[src/rtl/fetch_pkg.sv]
// Shared constants and FSM encoding for the instruction fetch stage.
package fetch_pkg;
  localparam logic [31:0] NOP          = 32'h0000_0013;
  localparam logic [31:0] RESET_PC_DEF = 32'h0000_0000;

  typedef enum logic [1:0] {
    BOOT = 2'd0,
    RUN  = 2'd1,
    HOLD = 2'd2
  } state_e;
endpackage

[src/rtl/inst_fetch_unit_if.sv]
// Fetch-stage bus: hazard/execute controls, instruction-memory port, IF/ID outputs.
interface inst_fetch_unit_if #(
  parameter int N = 32,
  parameter int W = 32
);
  logic         i_stall;
  logic         i_redirect;
  logic [N-1:0] i_target;
  logic [N-1:0] o_imem_addr;
  logic         o_imem_en;
  logic [W-1:0] i_imem_data;
  logic [W-1:0] o_inst;
  logic [N-1:0] o_pc;
  logic         o_valid;

  modport master (
    input  i_stall, i_redirect, i_target, i_imem_data,
    output o_imem_addr, o_imem_en, o_inst, o_pc, o_valid
  );

  modport slave (
    output i_stall, i_redirect, i_target, i_imem_data,
    input  o_imem_addr, o_imem_en, o_inst, o_pc, o_valid
  );
endinterface

[src/rtl/fetch_perf_cnt.sv]
// Fetch and stall event counters; both wrap modulo 2^32 and clear on rst.
module fetch_perf_cnt (
  input  logic        clk,
  input  logic        rst,
  input  logic        fetch_inc,
  input  logic        stall_inc,
  output logic [31:0] fetch_cnt,
  output logic [31:0] stall_cnt
);
  always_ff @(posedge clk) begin
    if (rst) begin
      fetch_cnt <= '0;
      stall_cnt <= '0;
    end else begin
      if (fetch_inc) fetch_cnt <= fetch_cnt + 32'd1;
      if (stall_inc) stall_cnt <= stall_cnt + 32'd1;
    end
  end
endmodule

[src/rtl/inst_fetch_unit.sv]
// Instruction fetch stage: PC, 1-cycle registered imem read, IF/ID register.
// Optional FETCH_PERF_CNT_EN adds fetch/stall performance counters.
module inst_fetch_unit
  import fetch_pkg::*;
#(
  parameter int           N        = 32,
  parameter int           W        = 32,
  parameter logic [N-1:0] RESET_PC = N'(RESET_PC_DEF)
) (
  input  logic               clk,
  input  logic               rst,
  inst_fetch_unit_if.master  bus
`ifdef FETCH_PERF_CNT_EN
  ,
  output logic [31:0]        o_fetch_cnt,
  output logic [31:0]        o_stall_cnt
`endif
);
  state_e       state_q, state_d;
  logic [N-1:0] pc_q;
  logic [N-1:0] req_pc;
  logic         req_valid;
  logic [W-1:0] inst_q;
  logic [N-1:0] if_pc_q;
  logic         if_valid_q;

  assign bus.o_imem_addr = pc_q;
  assign bus.o_imem_en   = ~bus.i_stall | bus.i_redirect;
  assign bus.o_inst      = inst_q;
  assign bus.o_pc        = if_pc_q;
  assign bus.o_valid     = if_valid_q;

  // Memory output is frozen by o_imem_en during a stall, so holding req_* keeps
  // i_imem_data paired with req_pc across any stall length.
  always_ff @(posedge clk) begin
    if (rst) begin
      pc_q       <= RESET_PC;
      req_pc     <= '0;
      req_valid  <= 1'b0;
      inst_q     <= W'(NOP);
      if_pc_q    <= '0;
      if_valid_q <= 1'b0;
    end else if (bus.i_redirect) begin
      pc_q       <= bus.i_target;
      req_valid  <= 1'b0;
      inst_q     <= W'(NOP);
      if_valid_q <= 1'b0;
    end else if (!bus.i_stall) begin
      req_pc     <= pc_q;
      req_valid  <= 1'b1;
      pc_q       <= pc_q + N'(1);
      inst_q     <= req_valid ? bus.i_imem_data : W'(NOP);
      if_pc_q    <= req_pc;
      if_valid_q <= req_valid;
    end
  end

  always_ff @(posedge clk) begin
    if (rst) state_q <= BOOT;
    else     state_q <= state_d;
  end

  always_comb begin
    state_d = state_q;
    case (state_q)
      BOOT:    state_d = bus.i_stall ? HOLD : RUN;
      RUN:     state_d = bus.i_stall ? HOLD : RUN;
      HOLD:    state_d = bus.i_stall ? HOLD : RUN;
      default: state_d = BOOT;
    endcase
    if (bus.i_redirect) state_d = BOOT;
  end

`ifdef FETCH_PERF_CNT_EN
  logic fetch_inc, stall_inc;
  assign fetch_inc = ~bus.i_redirect & ~bus.i_stall & req_valid;
  assign stall_inc = bus.i_stall & ~bus.i_redirect;

  fetch_perf_cnt u_perf (
    .clk       (clk),
    .rst       (rst),
    .fetch_inc (fetch_inc),
    .stall_inc (stall_inc),
    .fetch_cnt (o_fetch_cnt),
    .stall_cnt (o_stall_cnt)
  );
`endif
endmodule

[src/flat_wrapper.sv]
// flat-port wrapper written by rule: the top's interface ports become plain ports
module inst_fetch_unit_flat import fetch_pkg::*;
#(
  parameter int           N        = 32,
  parameter int           W        = 32,
  parameter logic [N-1:0] RESET_PC = N'(RESET_PC_DEF)
)
  (clk, rst, bus_i_stall, bus_i_redirect, bus_i_target, bus_i_imem_data, bus_o_imem_addr, bus_o_imem_en, bus_o_inst, bus_o_pc, bus_o_valid);
  inst_fetch_unit_if #(.N(N), .W(W)) bus_i ();
  input  logic clk;
  input  logic rst;
  input wire logic [$bits(bus_i.i_stall)-1:0] bus_i_stall;
  input wire logic [$bits(bus_i.i_redirect)-1:0] bus_i_redirect;
  input wire logic [$bits(bus_i.i_target)-1:0] bus_i_target;
  input wire logic [$bits(bus_i.i_imem_data)-1:0] bus_i_imem_data;
  output wire logic [$bits(bus_i.o_imem_addr)-1:0] bus_o_imem_addr;
  output wire logic [$bits(bus_i.o_imem_en)-1:0] bus_o_imem_en;
  output wire logic [$bits(bus_i.o_inst)-1:0] bus_o_inst;
  output wire logic [$bits(bus_i.o_pc)-1:0] bus_o_pc;
  output wire logic [$bits(bus_i.o_valid)-1:0] bus_o_valid;
  assign bus_i.i_stall = bus_i_stall;
  assign bus_i.i_redirect = bus_i_redirect;
  assign bus_i.i_target = bus_i_target;
  assign bus_i.i_imem_data = bus_i_imem_data;
  assign bus_o_imem_addr = bus_i.o_imem_addr;
  assign bus_o_imem_en = bus_i.o_imem_en;
  assign bus_o_inst = bus_i.o_inst;
  assign bus_o_pc = bus_i.o_pc;
  assign bus_o_valid = bus_i.o_valid;
  inst_fetch_unit #(.N(N), .W(W), .RESET_PC(RESET_PC)) u_core (.clk(clk), .rst(rst), .bus(bus_i));
endmodule
[config.mk]
export PLATFORM = sky130hd
export DESIGN_NAME = inst_fetch_unit_flat
export DESIGN_NICKNAME = d
export VERILOG_FILES = /design/src/rtl/fetch_pkg.sv /design/src/rtl/inst_fetch_unit_if.sv /design/src/rtl/fetch_perf_cnt.sv /design/src/rtl/inst_fetch_unit.sv /design/src/flat_wrapper.sv
export SDC_FILE = /design/constraint.sdc
export NUM_CORES = 1
export LEC_CHECK = 0
export CAP_MARGIN = 20
export CORE_ASPECT_RATIO = 1.1
export CORE_UTILIZATION = 50
export DETAILED_ROUTE_END_ITERATION = 10
export PLACE_DENSITY = 0.85
export SLEW_MARGIN = 25
export SYNTH_ARGS = -nofsm -noshare
export SYNTH_HDL_FRONTEND = slang
export SYNTH_SLANG_ARGS = --single-unit
[constraint.sdc]
create_clock -name clk -period 6.35 [get_ports clk]
set_input_delay 0.9525 -clock clk [delete_from_list [all_inputs] [get_ports clk]]
set_output_delay 0.9525 -clock clk [all_outputs]
set_load 0.01 [all_outputs]
Word level (Yosys, flattened, before mapping)
Index checks and enable logic that the tools add are counted.

Equality and inequality tests: 1. Bitwise operators: 3. Reduce and logical (&&, ||, !) cells: 2. Add/subtract/negate cells: 1. Mux-type cells: 3.

Operators by type and width (number): $mux 32 (3); $add 32x1->32 const B (1); $ne 2x1->1 const B (1); $not 1->1 (2); $reduce_and 2->1 (1); $reduce_or 2->1 (1); $or 1x1->1 (1).

Output and inout port bits: 98. Logic and storage cells: 16. Flip-flop bits (word level): 130. Input bits: 68.

Longest topological paths before layout
Gate-level depths: netlist of run 1.

Depth in word-level cells: 3. Depth in mapped cells: 7. Mapped depth without buffers: 5.

Least setup slack after synthesis of run 1
Ideal clock, no wire load.

Path type: input -> output. From: input port bus_i_redirect. To: output port bus_o_imem_en. Arrival: 1.964 ns. Buffers on the path: 3. Stages on the path: 5. Required time: 5.398 ns. Setup slack: 3.434 ns. Path through: buf_1 -> inv_2 -> clkbuf_1 -> buf_1 -> nand2_1.

Cells in the longest elaborated chain, start to end: 1.

RTL lines: from (decl) (RTL line flat_wrapper.sv:13) `input wire logic [$bits(bus_i.i_redirect)-1:0] bus_i_redirect;`; $or 1x1->1 (RTL line inst_fetch_unit.sv:28) `assign bus.o_imem_en = ~bus.i_stall | bus.i_redirect;`; to (decl) (RTL line flat_wrapper.sv:17) `output wire logic [$bits(bus_i.o_imem_en)-1:0] bus_o_imem_en;`.

No other way between the ends.

Final worst setup path of run 1
From: input port bus_i_stall. To: output port bus_o_imem_en.

Cells in the longest elaborated chain, start to end: 2.

RTL lines: from (decl) (RTL line flat_wrapper.sv:12) `input wire logic [$bits(bus_i.i_stall)-1:0] bus_i_stall;`; $not 1->1 (no source line); $or 1x1->1 (RTL line inst_fetch_unit.sv:28).

No other way between the ends.

==> results of run 1 <==
==> worst paths after layout <==
kind                                                 from                    endpoint  slack (ns)  cells past startpoint
worst min register to register          u_core.req_pc[10]         u_core.bus.o_pc[10]        0.45                      2
worst max-delay path                          bus_i_stall               bus_o_imem_en        2.75                      4
worst max register to register  u_core.bus.o_imem_addr[1]  u_core.bus.o_imem_addr[22]        3.97                      5
worst min-delay path                    u_core.req_pc[10]         u_core.bus.o_pc[10]        0.45                      2
==> routing by layer <==
metal | share of wire | up-vias
li1 | - | 2572
met1 | 0.39 | 2508
met2 | 0.49 | 308
met3 | 0.091 | 45
met4 | 0.025 | 0
met5 | 0 | -
==> power by group <==
part	leakage [nW]	internal [W]	switching (W)
registers	1.06	0.000840	0.0000360
clock network	0.284	0.000604	0.000327
logic	1.20	0.0000922	0.0000856
==> through the flow <==
stage | power, W | worst slack, ns | instance area [sq um]
after floorplan | 0.000963 | 3.43 | 5280
after global placement | 0.00106 | 2.80 | 6960
after detailed placement | 0.00107 | 2.78 | 6960
after CTS | 0.00199 | 2.77 | 7530
after global routing | 0.00205 | 2.67 | 7530
final | 0.00199 | 2.75 | 7530
==> state kept, by name, indices dropped and copies added (netlist names) <==
name,flops
u_core.bus.o_pc,32
u_core.req_valid,1
u_core.bus.o_valid,1
u_core.bus.o_inst,32
u_core.req_pc,32
u_core.bus.o_imem_addr,32
==> cells by family after synthesis <==
kind of cell / synth area share
AO/OA/AOI/OAI: 0.184
flip-flops: 0.493
multiplexers: 0.00190
AND/OR/NAND/NOR: 0.259
XOR/XNOR: 0.0183
adder cells (fa/ha/maj): 0.00237
buffers and inverters: 0.0408
==> cell type report <==
cell class	count	area share
clock inverter	5	0.00996
tap	140	0.0232
sequential	130	0.345
inverter	6	0.00299
clock buffer	25	0.0656
multi-input combinational	466	0.329
timing repair buffer	170	0.224
==> synth_stat cells, drive strengths merged (4+ instances only) <==
cell type,instances
and3,10
or3,7
o31ai,4
clkbuf,42
buf,8
a211oi,9
and4,4
inv,6
a21oi,71
a22oi,31
o21ai,7
dfxtp,130
nand2,156
or4,9
nor2b,5
xnor2,5
nor4,8
a311oi,8
nor2,56
nand4,16
nor3,6
nand3,16
xor2,6
==> worst max-delay path, delay by kind of cell <==
| family | cells | cell delay [ns] |
|---|---|---|
| buffers and inverters | 3 | 1.58 |
| and+or+nand+nor | 1 | 0.10 |
==> layout by cell type (no fill, tap or decap), drive strengths merged, types with 2 or more instances in the layout <==
cell	netlist	final
o2111a	2	2
o211ai	3	3
nor3	6	6
o31ai	4	4
or3	7	7
inv	6	6
clkbuf	42	25
a22oi	31	31
nand3	16	16
clkinv	0	3
o21ai	7	7
and4	4	4
bufinv	0	2
buf	8	6
dfxtp	130	130
nand4b	2	2
nor2b	5	5
clkdlybuf4s50	0	164
and3	10	10
nor2	56	56
a211oi	9	9
o22ai	3	3
xor2	6	6
nand2	156	156
a2111oi	3	3
xnor2	5	5
nor4	8	8
nand4	16	16
a31oi	2	2
a311oi	8	8
a32oi	2	2
a21oi	71	71
or4	9	9
==> flow_summary.ini, run 1 <==
[run_status]
status = complete, no violations

[global_route]
largest_net_degree_at_the_start_of_global_routing = 65
groute.layer.met2.usage = 0.489
first_global_vias = 5217
grt_first_pass_wirelength_um = 24900
busiest_layer = met2
grt_antenna_before_repair = 0
globalRoute.totalOverflow = 0
grt.met3_usage = 0.0833
global_route.usage.met1 = 0.339
gr-usage-all-layers = 0.289

[yosys]
synth-seq-cells = 130
synth-seq-area-share = 0.493
ys_dominant_reg_cell = dfxtp_1
synthDistinctLibCells = 51
asyncSetResetFlopFracSynth = 0
synth_cells = 652
post_synth_instance_area_sq_mm = 0.00528
mapped_avg_cell_area_sq_um = 8.09
synth_area_leader_cell = dfxtp_1
synth_largest_type_area_fraction = 0.493
yosysWarnings = 0
synthTopCellsByArea = dfxtp_1 49%, nand2_1 11%, a21oi_1 6.7%
synth.net_count = 721
synth_edf_count = 0

[sta]
fmax_mhz = 278
layout_min_cycle_time_ns = 3.60
worstMarginPinSlew_ns = 1.02
finalHoldViolations = 0
timing.final.setup_violations = 0
summed_negative_setup_slack_over_all_endpoints_ns = 0
drv_slew = 0
timing.slew.headroom = 0.318
grt_setup_unrepaired = no
timing.clock.skew_ns = 0.00906
fin_crit_sh = 0.567
fin_hold_ws_ns = 0.448

[route]
drt-vias-per-instance = 5.77
drt_first_pass_iters = 6
drt-total-wl_um = 15600
vias = 5433
drt-wirelength-per-cell_um = 16.5
antenna_violating_nets_post_route = 0
remaining_design_rule_violation_count = 0
first_iter_violations = 629

[cells_and_area]
final_core_util = 0.748
antenna-diode-count = 0
multi_input_area_sq_mm = 0.00248
layout.nets = 860
finalNonFillerCells = 942
area.growth.synth_to_final_pct = 42.8
final.fill_count = 754
ff_latch_area_sq_mm = 0.00260
layout-drive-gt1-share = 0.0511

[critical_path]
path_cells = clkdlybuf4s50_1 > buf_4 > nand2_1 > clkdlybuf4s50_1
crit_path_top_delay_cell = clkdlybuf4s50_1
endpoint_kind = output pin
worst-endpoint-required_ns = 5.40
worstPathArrival_ns = 2.64
crit_path_start_kind = input pin
crit_path_max_fanout = 37
cpPeakStageDelay_ns = 0.67
critPathKind = in -> out
crit_path_frequent_cell = clkdlybuf4s50_1

[clocking]
cts_repair_resize_count = 0
clock_sink_count = 130
worst_skew_pair.late_latency_ns = 0.52
tritoncts = built
clock_tree.root_cell = clkbuf_8
htree_num_levels = 4
ctsLongestPathBuffers = 2
clkTransAtPathRegs_ns = 0.05
cts_buffer_count = 17
post-cts-setup-buffers = 0
postCtsHoldBufs = 0

[power]
p_per_area_mw_per_mm2 = 264
p_leak_nw = 2.54
ir_drop_mv = 0.239

[floorplanning]
initial_utilization = 0.523
fp-row-count = 38
fp.dieArea_sq_mm = 0.0110
die_x_um = 99.9
placeable_area_sq_mm = 0.0101
num_io_pins = 166
fp.dieH_um = 110

[run]
maxCapViolations = 0

[min_path]
class_of_the_most_critical_hold_timing_path = reg -> reg

[placed_design]
detailedPlacementHpwl_um = 10400
placement.io_buffers = 165
gp_congestion = 0.844
post-place-cells = 912
(Power assumes the default switching activity.)
==> inputs of run 2 (changes only) <==
--- a/config.mk
+++ b/config.mk
@@ -7,9 +7,9 @@
 export LEC_CHECK = 0
 export CAP_MARGIN = 20
 export CORE_ASPECT_RATIO = 1.1
-export CORE_UTILIZATION = 50
+export CORE_UTILIZATION = 42
 export DETAILED_ROUTE_END_ITERATION = 10
-export PLACE_DENSITY = 0.85
+export PLACE_DENSITY = 0.76
 export SLEW_MARGIN = 25
 export SYNTH_ARGS = -nofsm -noshare
 export SYNTH_HDL_FRONTEND = slang
==> constraint.sdc (replaced) <==
create_clock -name clk -period 3.15 [get_ports clk]
set_input_delay 0.4725 -clock clk [delete_from_list [all_inputs] [get_ports clk]]
set_output_delay 0.4725 -clock clk [all_outputs]
set_load 0.01 [all_outputs]
==> flow_summary.ini, run 2 (synthesized netlist as in run 1, its figures left out) <==
[route]
drt_first_pass_iters = 5
first_iter_violations = 374
drt-total-wl_um = 15500
drt-vias-per-instance = 5.58
vias = 5361
remaining_design_rule_violation_count = 0
drt-wirelength-per-cell_um = 16.2
antenna_violating_nets_post_route = 0

[min_path]
timing.hold.worst_path_depth = 2
hold_path.startpoint = u_core.req_pc[17]
class_of_the_most_critical_hold_timing_path = reg -> reg

[critical_path]
worstRegToRegCells = 5
worstPathArrival_ns = 2.18
endpoint_kind = output pin
critical_path.startpoint = bus_i_stall
critPathKind = in -> out
worst-endpoint-required_ns = 2.68
crit_path_max_fanout = 34
crit-reg2reg-launch = u_core.bus.o_imem_addr[1]
crit_path_start_kind = input pin

[cells_and_area]
layout-drive-gt1-share = 0.0570
layout.nets = 864
area.growth.synth_to_final_pct = 43.5
layout.cells.most_common_list = 164 x clkdlybuf4s50_1, 155 x nand2_1, 130 x dfxtp_1
finalNonFillerCells = 961
layout.cells.most_common = clkdlybuf4s50_1
final.fill_count = 1084
antenna-diode-count = 0
finalInstanceArea_sq_mm = 0.00757

[sta]
worst_slack_ns = 0.494
layout_min_cycle_time_ns = 2.66
drv_slew = 0
finalHoldViolations = 0
worstMarginPinSlew_ns = 0.678
grt_setup_unrepaired = no
timing.clock.skew_ns = 0.00744
timing.slew.headroom = 0.547
fmax_mhz = 376
summed_negative_setup_slack_over_all_endpoints_ns = 0
timing.final.setup_violations = 0
fin_crit_sh = 0.843

[clocking]
cts_repair_resize_count = 0
htree_num_levels = 4
tritoncts = built
post-cts-setup-buffers = 0
cts_buffer_count = 17
clock_tree.root_cell = clkbuf_16
postCtsHoldBufs = 0
worst_skew_pair.late_latency_ns = 0.41
ctsLongestPathBuffers = 2
clock_sink_count = 130
clkTransAtPathRegs_ns = 0.06

[power]
p_leak_nw = 2.55
ir_drop_mv = 0.322
p_per_area_mw_per_mm2 = 517

[placed_design]
placement.cell_area_sq_mm = 0.00703
worst_slack_at_placement_ns = 0.408
detailedPlacementHpwl_um = 10800
post-place-cells = 930
gp_congestion = 0.889
placement.io_buffers = 165

[floorplanning]
die_x_um = 109
initial_utilization = 0.435
placeable_area_sq_mm = 0.0121
fp-row-count = 42
fp.dieH_um = 120
num_io_pins = 166
fp.dieArea_sq_mm = 0.0130

[global_route]
gr-usage-all-layers = 0.246
first_global_vias = 5091
grt_first_pass_wirelength_um = 25000
grt_antenna_before_repair = 0
largest_net_degree_at_the_start_of_global_routing = 65
globalRoute.totalOverflow = 0

[run]
maxCapViolations = 0

[run_status]
status = complete, no violations
-- run 2: critical path: stages --
cell	delay (ns)
clkdlybuf4s50_1	0.67
buf_4	0.43
nand2_1	0.10
clkdlybuf4s50_1	0.50
-- run 2: power by group --
part	leakage (nW)	internal, W	switching [W]
combinational	1.23	0.000191	0.000174
clock	0.262	0.00109	0.000689
sequential	1.06	0.00169	0.0000717
total	2.55	0.00298	0.000935
-- run 2: metal layers --
| metal | track usage | share of wire | vias to the layer above |
|---|---|---|---|
| met4 | 0.0963 | 0.022 | 0 |
| met1 | 0.303 | 0.41 | 2501 |
| met5 | 0 | 0 | - |
| met2 | 0.388 | 0.48 | 232 |
| li1 | - | - | 2593 |
| met3 | 0.0875 | 0.087 | 35 |
-- run 2: worst paths after layout --
check | slack [ns] | end
max | 0.49 | bus_o_imem_en
min | 0.45 | u_core.bus.o_pc[17]
max reg2reg | 0.81 | u_core.bus.o_imem_addr[22]
min reg2reg | 0.45 | u_core.bus.o_pc[17]
-- run 2: final cells by class --
cell class	count	area [sq um]	share of cell area
sequential	130	2600	0.344
multi-input combinational	466	2480	0.327
timing repair buffer	174	1740	0.230
clock buffer	21	450	0.0595
tap	154	193	0.0254
clock inverter	10	87.6	0.0116
inverter	6	22.5	0.00297
-- run 2: per-stage QoR --
stage | hold slack (ns) | utilization | total power (W)
finish | 0.449 | 0.624 | 0.00391
floorplan | 0.432 | - | 0.00194
global route | 0.464 | 0.624 | 0.00406
CTS | 0.448 | 0.623 | 0.00394
global placement | 0.439 | 0.579 | 0.00215
detailed placement | 0.444 | 0.579 | 0.00216
==> inputs of run 3 (changes only) <==
--- a/config.mk
+++ b/config.mk
@@ -7,9 +7,9 @@
 export LEC_CHECK = 0
 export CAP_MARGIN = 20
 export CORE_ASPECT_RATIO = 1.1
-export CORE_UTILIZATION = 42
+export CORE_UTILIZATION = 46
 export DETAILED_ROUTE_END_ITERATION = 10
-export PLACE_DENSITY = 0.76
+export PLACE_DENSITY = 0.79
 export SLEW_MARGIN = 25
 export SYNTH_ARGS = -nofsm -noshare
 export SYNTH_HDL_FRONTEND = slang
==> constraint.sdc (replaced) <==
create_clock -name clk -period 2.8 [get_ports clk]
set_input_delay 0.42 -clock clk [delete_from_list [all_inputs] [get_ports clk]]
set_output_delay 0.42 -clock clk [all_outputs]
set_load 0.01 [all_outputs]
==> flow_summary.ini, run 3 (synthesized netlist as in run 1, its figures left out) <==
[run_status]
status = complete, no violations

[global_route]
gr-usage-all-layers = 0.267
largest_net_degree_at_the_start_of_global_routing = 65
grt_first_pass_wirelength_um = 25500
first_global_vias = 5227
grt_antenna_before_repair = 0
globalRoute.totalOverflow = 0

[route]
drt_first_pass_iters = 5
vias = 5381
drt-vias-per-instance = 5.61
drt-wirelength-per-cell_um = 15.9
remaining_design_rule_violation_count = 0
first_iter_violations = 417
drt-total-wl_um = 15300
antenna_violating_nets_post_route = 0

[clocking]
clock_tree.root_cell = clkbuf_16
ctsLongestPathBuffers = 2
htree_num_levels = 4
clock_sink_count = 130
cts_repair_resize_count = 0
postCtsHoldBufs = 0
post-cts-setup-buffers = 0
tritoncts = built
worst_skew_pair.late_latency_ns = 0.41
clkTransAtPathRegs_ns = 0.06
cts_buffer_count = 17

[placed_design]
placement.io_buffers = 165
placement.cell_area_sq_mm = 0.00706
detailedPlacementHpwl_um = 10700
gp_congestion = 0.854
post-place-cells = 930

[power]
ir_drop_mv = 0.340
power_frac_clock = 0.458
switching_fraction = 0.239
switching_power_of_the_nets_w = 0.00106
pwr-share-comb = 0.095
p_int_w = 0.00337
p_per_area_mw_per_mm2 = 582
share_seq_of_total_power = 0.447
p_leak_nw = 2.57

[critical_path]
crit_path_max_fanout = 14
endpoint_kind = output pin
critPathKind = in -> out
worstPathArrival_ns = 1.96
worst-endpoint-required_ns = 2.38
crit_path_start_kind = input pin

[sta]
finalHoldViolations = 0
timing.clock.skew_ns = 0.0130
drv_slew = 0
fmax_mhz = 420
grt_setup_unrepaired = no
timing.slew.headroom = 0.559
worstMarginPinSlew_ns = 0.661
fin_crit_sh = 0.850
layout_min_cycle_time_ns = 2.38
summed_negative_setup_slack_over_all_endpoints_ns = 0
timing.final.setup_violations = 0

[cells_and_area]
antenna-diode-count = 0
ff_latch_area_sq_mm = 0.00260
final.fill_count = 888
finalNonFillerCells = 960
layout.nets = 871
layout.cells.most_common = clkdlybuf4s50_1
layout.cells.most_common_list = 164 x clkdlybuf4s50_1, 155 x nand2_1, 130 x dfxtp_1
finalInstanceArea_sq_mm = 0.00761
multi_input_area_sq_mm = 0.00248
area.growth.synth_to_final_pct = 44.2
layout-drive-gt1-share = 0.0664
final_core_util = 0.688

[min_path]
class_of_the_most_critical_hold_timing_path = reg -> reg

[floorplanning]
fp-row-count = 40
fp.dieH_um = 114
initial_utilization = 0.477
fp.dieArea_sq_mm = 0.0119
die_x_um = 104
placeable_area_sq_mm = 0.0111
num_io_pins = 166

[run]
maxCapViolations = 0
## run 3: final timing paths
| kind | start | to | slack (ns) | cells after the start |
|---|---|---|---|---|
| hold reg to reg | u_core.req_pc[12] | u_core.bus.o_pc[12] | 0.45 | 2 |
| hold / removal | u_core.req_pc[12] | u_core.bus.o_pc[12] | 0.45 | 2 |
| setup / recovery | bus_i_redirect | bus_o_imem_en | 0.42 | 4 |
| setup reg to reg | u_core.bus.o_imem_addr[1] | u_core.bus.o_imem_addr[22] | 0.44 | 5 |
## run 3: worst max-delay path, stage by stage
cell             delay, ns
clkdlybuf4s50_1       0.83
inv_2                 0.07
nand2_1               0.09
clkdlybuf4s50_1       0.55
## run 3: metal layers
metal	global-route usage	share of wire	vias up
met2	0.452	0.48	261
met4	0.122	0.023	0
met1	0.317	0.41	2497
li1	-	-	2595
met5	0	0	-
met3	0.0751	0.082	28
## run 3: through the flow
step / hold WS (ns) / power, W / worst slack (ns)
4_1_cts: 0.452 / 0.00445 / 0.415
3_3_place_gp: 0.438 / 0.00242 / 0.388
3_5_place_dp: 0.444 / 0.00243 / 0.316
6_report: 0.449 / 0.00443 / 0.420
5_1_grt: 0.465 / 0.00459 / 0.308
2_1_floorplan: 0.432 / 0.00218 / 0.729
## run 3: final cells by class
class / count / area share
repair buffers: 181 / 0.234
well taps: 147 / 0.0242
multi-input cells: 466 / 0.325
flip-flops and latches: 130 / 0.342
clock inverters: 10 / 0.0115
inverters: 6 / 0.00296
clock buffers: 20 / 0.0600
## run 3: power groups by stage
stage,Combinational (W),Sequential [W],Clock [W]
after floorplan,0.000173,0.00201,0
after global placement,0.000410,0.00201,0
after detailed placement,0.000417,0.00202,0
after CTS,0.000420,0.00198,0.00205
after global routing,0.000456,0.00199,0.00215
final,0.000420,0.00198,0.00203
